[config.mk]
export PLATFORM = sky130hd
export DESIGN_NAME = lane_queue
export DESIGN_NICKNAME = d
export VERILOG_FILES = /design/src/rtl/light_package.sv /design/src/rtl/traffic_intersection_model_lane_queue.sv
export SDC_FILE = /design/constraint.sdc
export NUM_CORES = 1
export LEC_CHECK = 0
export BUFFER_PORTS_ARGS = -buffer_cell sky130_fd_sc_hd__buf_2
export CORE_AREA = 2 2 39 41
export CTS_BUF_LIST = sky130_fd_sc_hd__clkbuf_8
export DETAILED_ROUTE_END_ITERATION = 16
export DIE_AREA = 0 0 41 43
export GPL_ROUTABILITY_DRIVEN = 0
export GPL_TIMING_DRIVEN = 0
export PLACE_DENSITY_LB_ADDON = 0.2
export SYNTH_ARGS = -nofsm -noshare
export SYNTH_HDL_FRONTEND = slang
export SYNTH_SLANG_ARGS = --single-unit
export TNS_END_PERCENT = 1
[constraint.sdc]
create_clock -name clk -period 5.87 [get_ports clk]
set_clock_uncertainty 0.1 [all_clocks]
set_input_delay 0.587 -clock clk [delete_from_list [all_inputs] [get_ports clk]]
set_output_delay 0.587 -clock clk [all_outputs]
set_load 0.01 [all_outputs]
[src/rtl/light_package.sv]
// Shared types for the five-light controller and its intersection model.
// The colors enum is the one the controller already uses; lane indices and
// the conflict matrix let the intersection model reason about lane pairs.
package light_package;

   typedef enum logic [1:0] {
      RED    = 2'b00,
      YELLOW = 2'b01,
      GREEN  = 2'b10
   } colors;

   typedef enum logic [2:0] {
      E_STR  = 3'd0,
      W_STR  = 3'd1,
      E_LEFT = 3'd2,
      W_LEFT = 3'd3,
      NS     = 3'd4
   } lane_idx_t;

   localparam int NUM_LANES = 5;

   // Row i, bit j set means lanes i and j must never be non-red together.
   // North-south conflicts with everything; each straight conflicts with
   // the opposing left turn.
   localparam logic [NUM_LANES-1:0][NUM_LANES-1:0] CONFLICT_MATRIX = {
      5'b01111,   // NS
      5'b10001,   // W_LEFT
      5'b10010,   // E_LEFT
      5'b10100,   // W_STR
      5'b11000    // E_STR
   };

   function automatic logic is_non_red(input colors c);
      return (c != RED);
   endfunction

endpackage

[src/rtl/traffic_intersection_model_lane_queue.sv]
// One lane of the intersection: car queue depth, drop-on-full overflow flag,
// and a red-light wait counter that raises a sticky starvation flag.
module lane_queue
   import light_package::*;
#(
   parameter int QMAX         = 15,
   parameter int STARVE_LIMIT = 20,
   localparam int CW          = $clog2(QMAX + 1),
   localparam int WW          = $clog2(STARVE_LIMIT + 1)
) (
   input  logic          clk,
   input  logic          reset,
   input  logic          arrive,
   input  colors         light,
   output logic [CW-1:0] count,
   output logic          depart,
   output logic          overflow,
   output logic          starve
);

   logic          arr;
   logic          drop;
   logic          full;
   logic [CW-1:0] count_next;
   logic [WW-1:0] wait_cnt;
   logic [WW-1:0] wait_next;

   // Queue arithmetic: a departure frees a slot, so arrive+depart at full is accepted.
   always_comb begin
      depart     = (light == GREEN) && (count != '0);
      full       = (count == CW'(QMAX));
      arr        = arrive && !(full && !depart);
      drop       = arrive && full && !depart;
      count_next = count;
      if (arr && !depart) begin
         count_next = count + CW'(1);
      end else if (!arr && depart) begin
         count_next = count - CW'(1);
      end
   end

   // Wait counter grows only while cars sit at a red light, saturating at the limit.
   always_comb begin
      wait_next = '0;
      if ((count != '0) && (light == RED)) begin
         if (wait_cnt == WW'(STARVE_LIMIT)) begin
            wait_next = wait_cnt;
         end else begin
            wait_next = wait_cnt + WW'(1);
         end
      end
   end

   // State and sticky flags; starve rises on the same edge the counter hits the limit.
   always_ff @(posedge clk) begin
      if (reset) begin
         count    <= '0;
         wait_cnt <= '0;
         overflow <= 1'b0;
         starve   <= 1'b0;
      end else begin
         count    <= count_next;
         wait_cnt <= wait_next;
         overflow <= overflow | drop;
         starve   <= starve | (wait_next == WW'(STARVE_LIMIT));
      end
   end

endmodule

==> results of run 1 <==
==> kinds of logic after synthesis <==
group	count (synthesis)	synth area share (%)
simple gates	27	26.1
flops	11	34.9
xor+xnor	6	8.32
compound gates	9	9.11
buf+inv	6	3.56
mux	3	4.95
fa+ha+maj	6	13.1
==> synthesized netlist by cell type (all sizes together) <==
library cell	number	share of area, %
xnor2	3	4.2
a21o	1	1.2
o21ai	1	0.79
nor2b	3	3.0
and4b	1	1.6
xor2	3	4.2
or4	1	1.8
nor4b	1	1.4
nand4	1	0.99
a32o	1	1.8
o311ai	1	1.4
clkbuf	1	0.59
mux2	1	1.8
ha	5	9.9
nor4	1	0.99
nand4b	1	2.4
a21oi	5	4.0
nor3b	2	2.4
inv	5	3.0
mux2i	2	3.2
fa	1	3.2
and2b	1	1.2
nor2	13	8.9
nand3	2	1.6
dfxtp	11	35
==> critical path, stage by stage (launching register included) <==
cell and delay (ps):
dfxtp_1 360, nor4_1 390, and2b_1 240, inv_1 50, ha_1 170, inv_1 100, ha_1 280, a21o_1 170
a21oi_1 170, mux2i_1 250, mux2_2 350
==> report_power, final <==
group / internal [mW] / switching (mW) / leakage (nW)
combinational: 0.0507 / 0.0489 / 0.229
clock: 0.0459 / 0.0276 / 0.0269
sequential: 0.0879 / 0.0191 / 0.0896
total: 0.185 / 0.0957 / 0.346
==> cell type report <==
class | instances | area share [%]
inverter | 5 | 2.50
multi-input combinational | 51 | 51.7
clock inverter | 1 | 0.499
tap | 16 | 2.66
timing repair buffer | 11 | 7.32
clock buffer | 3 | 5.49
sequential | 11 | 29.3
buffer | 1 | 0.499
==> per-layer routing <==
| layer | vias to the layer above | routed length, um | GRT usage [%] |
|---|---|---|---|
| li1 | 265 | - | - |
| met1 | 223 | 500 | 17.3 |
| met2 | 9 | 551 | 25.3 |
| met3 | 0 | 42 | 4.71 |
| met4 | 0 | 0 | 8.00 |
| met5 | - | 0 | 0 |
==> flip-flops by register name, indices dropped and copies added, names as in the netlist <==
name,cells
overflow,1
count,4
starve,1
wait_cnt,5
==> stage by stage <==
stage	std cells	area [um^2]	util (%)
2_1_floorplan	68	632	-
3_3_place_gp	95	707	51.1
3_5_place_dp	95	707	51.1
4_1_cts	99	752	54.3
5_1_grt	99	752	54.3
6_report	99	752	54.3
==> final timing paths <==
path	from	to	slack [ps]	cells past startpoint
hold / removal	starve$_SDFF_PP0_	starve$_SDFF_PP0_	370	1
setup / recovery	count[1]$_SDFFE_PP0P_	count[3]$_SDFFE_PP0P_	3130	10
setup reg to reg	count[1]$_SDFFE_PP0P_	count[3]$_SDFFE_PP0P_	3130	10
hold reg to reg	starve$_SDFF_PP0_	starve$_SDFF_PP0_	370	1
==> reports/metrics.cfg, run 1 <==
[clock_network]
clkLatencyLatePin_ps=240
cts_buffer_depth=2
post_cts_resized=0
clkTransAtPathRegs_ps=50
postCtsSetupBuffers=0
clock-root-buffer=clkbuf_8
htree_levels=1
cts_tree=done
cts_hold_buf=0
cts_buffers=3
cts.sinks=11

[final_layout]
fill_cells=124
multiInputGateArea_um2=389
antenna_cells=0
drive_gt1_share_pct=22.9
final_cell_mix=nor2_1, dfxtp_1, buf_2
final_common_cell=nor2_1
seqCellArea_um2=220
nets=95
syn_to_final_growth_pct=19.0

[detailed_routing]
firstDrtPassIters=3
drtAntennaViolNets=0
route.detailed.drc=0
drtIter0Drc=6
wl_per_cell_um=11.1
routed_wl_mm=1.09
routed_via_density=5.02
via_count=497

[grt]
grt_pass1_wl_mm=1.84
grt.overflow.total=0
grt_max_degree=9
track_usage_pct=15.6
antenna_found_initial=0
grt_pass1_vias=430

[timing]
min_period_over_period_pct=46.7
fin_hold_ws_ps=371
min_period_ps=2740
tightest_slew_ps=344
rsz0062_at_grt=false
final-max-slew-violation-count=0
fmax_mhz=365
final.setup.tns_ps=0
final.setup.worst_slack_ps=3130
slew_headroom_pct=76.8
setup_violations=0
finalHoldViolCount=0

[power]
irDropWorstVdd_uv=201
cellLeakagePower_nw=0.346
power_density_nw_per_um2=373
power.total_uw=280

[synth]
syn_inst=68
syn_area_per_cell_um2=9.29
synth_fp_nets=79
synth_cell_types=26
ys_warn_count=0
syn-cell-area_um2=632
ys_seq_area_share_pct=34.9
synth_seq_cells=11

[die]
core-area_um2=1380
rows=14
io_pins=12
dieHeight_um=43
initial_core_util_pct=45.7
die_area_um2=1760
dieWidth_um=41

[place]
hpwlAfterDp_um=820
pre_cts_ws_ps=3120
io_buffer_count=11

[job]
max-cap-violations=0

[critical_path]
start_kind=register
end_kind=register
worstPathArrival_ps=2760
critical_path_peak_fanout=6
cp_data_required_time_ps=5890
crit_type=reg2reg

[outcome]
status=completed

[worst_hold_path]
holdCritPathClass=reg2reg

Power figures use the tool's default switching activity.
==> run 2: changes to the inputs <==
- clock period: 5.87 -> 2.7 ns (I/O delays scaled with it)
==> run 2 against run 1 <==
Register-to-register slack lost 3000 ps. Combinational power grew 150%. Power grew 130%. Sequential power grew 130%.
==> reports/metrics.cfg, run 2 (synthesis results as in run 1) <==
[place]
io_buffer_count=11
hpwlAfterDp_um=820
dp.cells=95
pre_cts_ws_ps=-47.0

[die]
initial_core_util_pct=45.7
die_area_um2=1760
core-area_um2=1380
io_pins=12
dieHeight_um=43
rows=14
dieWidth_um=41

[timing]
min_period_ps=2590
final-max-slew-violation-count=0
final.setup.worst_slack_ps=113
slew_headroom_pct=78.7
setup_violations=0
tightest_slew_ps=319
finalHoldViolCount=0
rsz0062_at_grt=false
fmax_mhz=387
fin_hold_ws_ps=184
final.setup.tns_ps=0
min_period_over_period_pct=95.8

[clock_network]
htree_levels=1
clock-root-buffer=clkbuf_8
clkTransAtPathRegs_ps=50
cts.sinks=11
cts_buffers=3
clkLatencyLatePin_ps=230
cts_buffer_depth=2
cts_tree=done
cts_hold_buf=0

[final_layout]
final_cells=100
syn_to_final_growth_pct=23.0
final_common_cell=nor2_1
drive_gt1_share_pct=28.6
largest_reg_flops=5
antenna_cells=0
nets=96
largest-register=wait_cnt
final_cell_mix=nor2_1, buf_2, dfxtp_1
fill_cells=121
top_regs=wait_cnt (5), count (4)

[detailed_routing]
routed_wl_mm=1.09
drtAntennaViolNets=0
wl_per_cell_um=10.9
drtIter0Drc=5
route.detailed.drc=0
via_count=504
firstDrtPassIters=4
routed_via_density=5.04

[grt]
grt_pass1_wl_mm=1.84
grt.overflow.total=0
antenna_found_initial=0
grt_pass1_vias=432
track_usage_pct=15.6
grt_max_degree=9

[power]
power.total_uw=655
irDropWorstVdd_uv=467
cellLeakagePower_nw=0.354
power_density_nw_per_um2=843

[outcome]
status=completed

[critical_path]
crit_type=reg2reg
start_kind=register
cp_data_required_time_ps=2720
end_kind=register
worstPathArrival_ps=2610
critical_path_peak_fanout=5

[job]
max-cap-violations=0

[worst_hold_path]
holdCritPathClass=in2reg

## run 2: routing by layer
metal | vias up | wire length (um) | global-route usage [%]
met4 | 0 | 0 | 8.00
met5 | - | 0 | 0
met2 | 11 | 550 | 25.3
li1 | 268 | - | -
met1 | 225 | 496 | 17.3
met3 | 0 | 45 | 4.71
## run 2: worst max-delay path: stages, from the launching register on
cell and delay (ps):
dfxtp_2 350, nor4_4 290, and2b_1 220, inv_1 50, ha_1 180, inv_2 70, ha_1 270, a21o_1 170
a21oi_1 170, mux2i_1 250, mux2_2 350
## run 2: cell type report
class	count	area (um^2)	share of cell area (%)
Buffer	1	3.75	0.483
Timing Repair Buffer	12	62.6	8.05
Tap cell	16	20.0	2.58
Clock buffer	3	41.3	5.31
Sequential cell	11	223	28.7
Clock inverter	1	3.75	0.483
Inverter	5	18.8	2.42
Multi-Input combinational cell	51	404	52.0
## run 2: worst paths after layout
| check | slack (ps) | endpoint | start | depth (start not counted) |
|---|---|---|---|---|
| min reg2reg | 370 | overflow$_SDFF_PP0_ | overflow$_SDFF_PP0_ | 2 |
| min | 180 | overflow$_SDFF_PP0_ | arrive | 3 |
| max reg2reg | 110 | count[3]$_SDFFE_PP0P_ | count[2]$_SDFFE_PP0P_ | 10 |
| max | 110 | count[3]$_SDFFE_PP0P_ | count[2]$_SDFFE_PP0P_ | 10 |
## run 2: stage by stage
stage | util, % | area, um^2
2_1_floorplan | - | 632
3_3_place_gp | 51.1 | 707
3_5_place_dp | 51.1 | 707
4_1_cts | 54.8 | 758
5_1_grt | 56.1 | 777
6_report | 56.1 | 777
## run 2: report_power, final
group          internal (mW)  switching (mW)
registers              0.195          0.0543
clock network         0.0994          0.0573
logic                  0.140           0.110
## run 2: repair_timing
item | 4_1_cts | 5_1_grt
pin swaps | 1 | 1
setup endpoints to repair | 1 | 1
gates resized for setup | 1 | 4
buffers inserted | 0 | 1
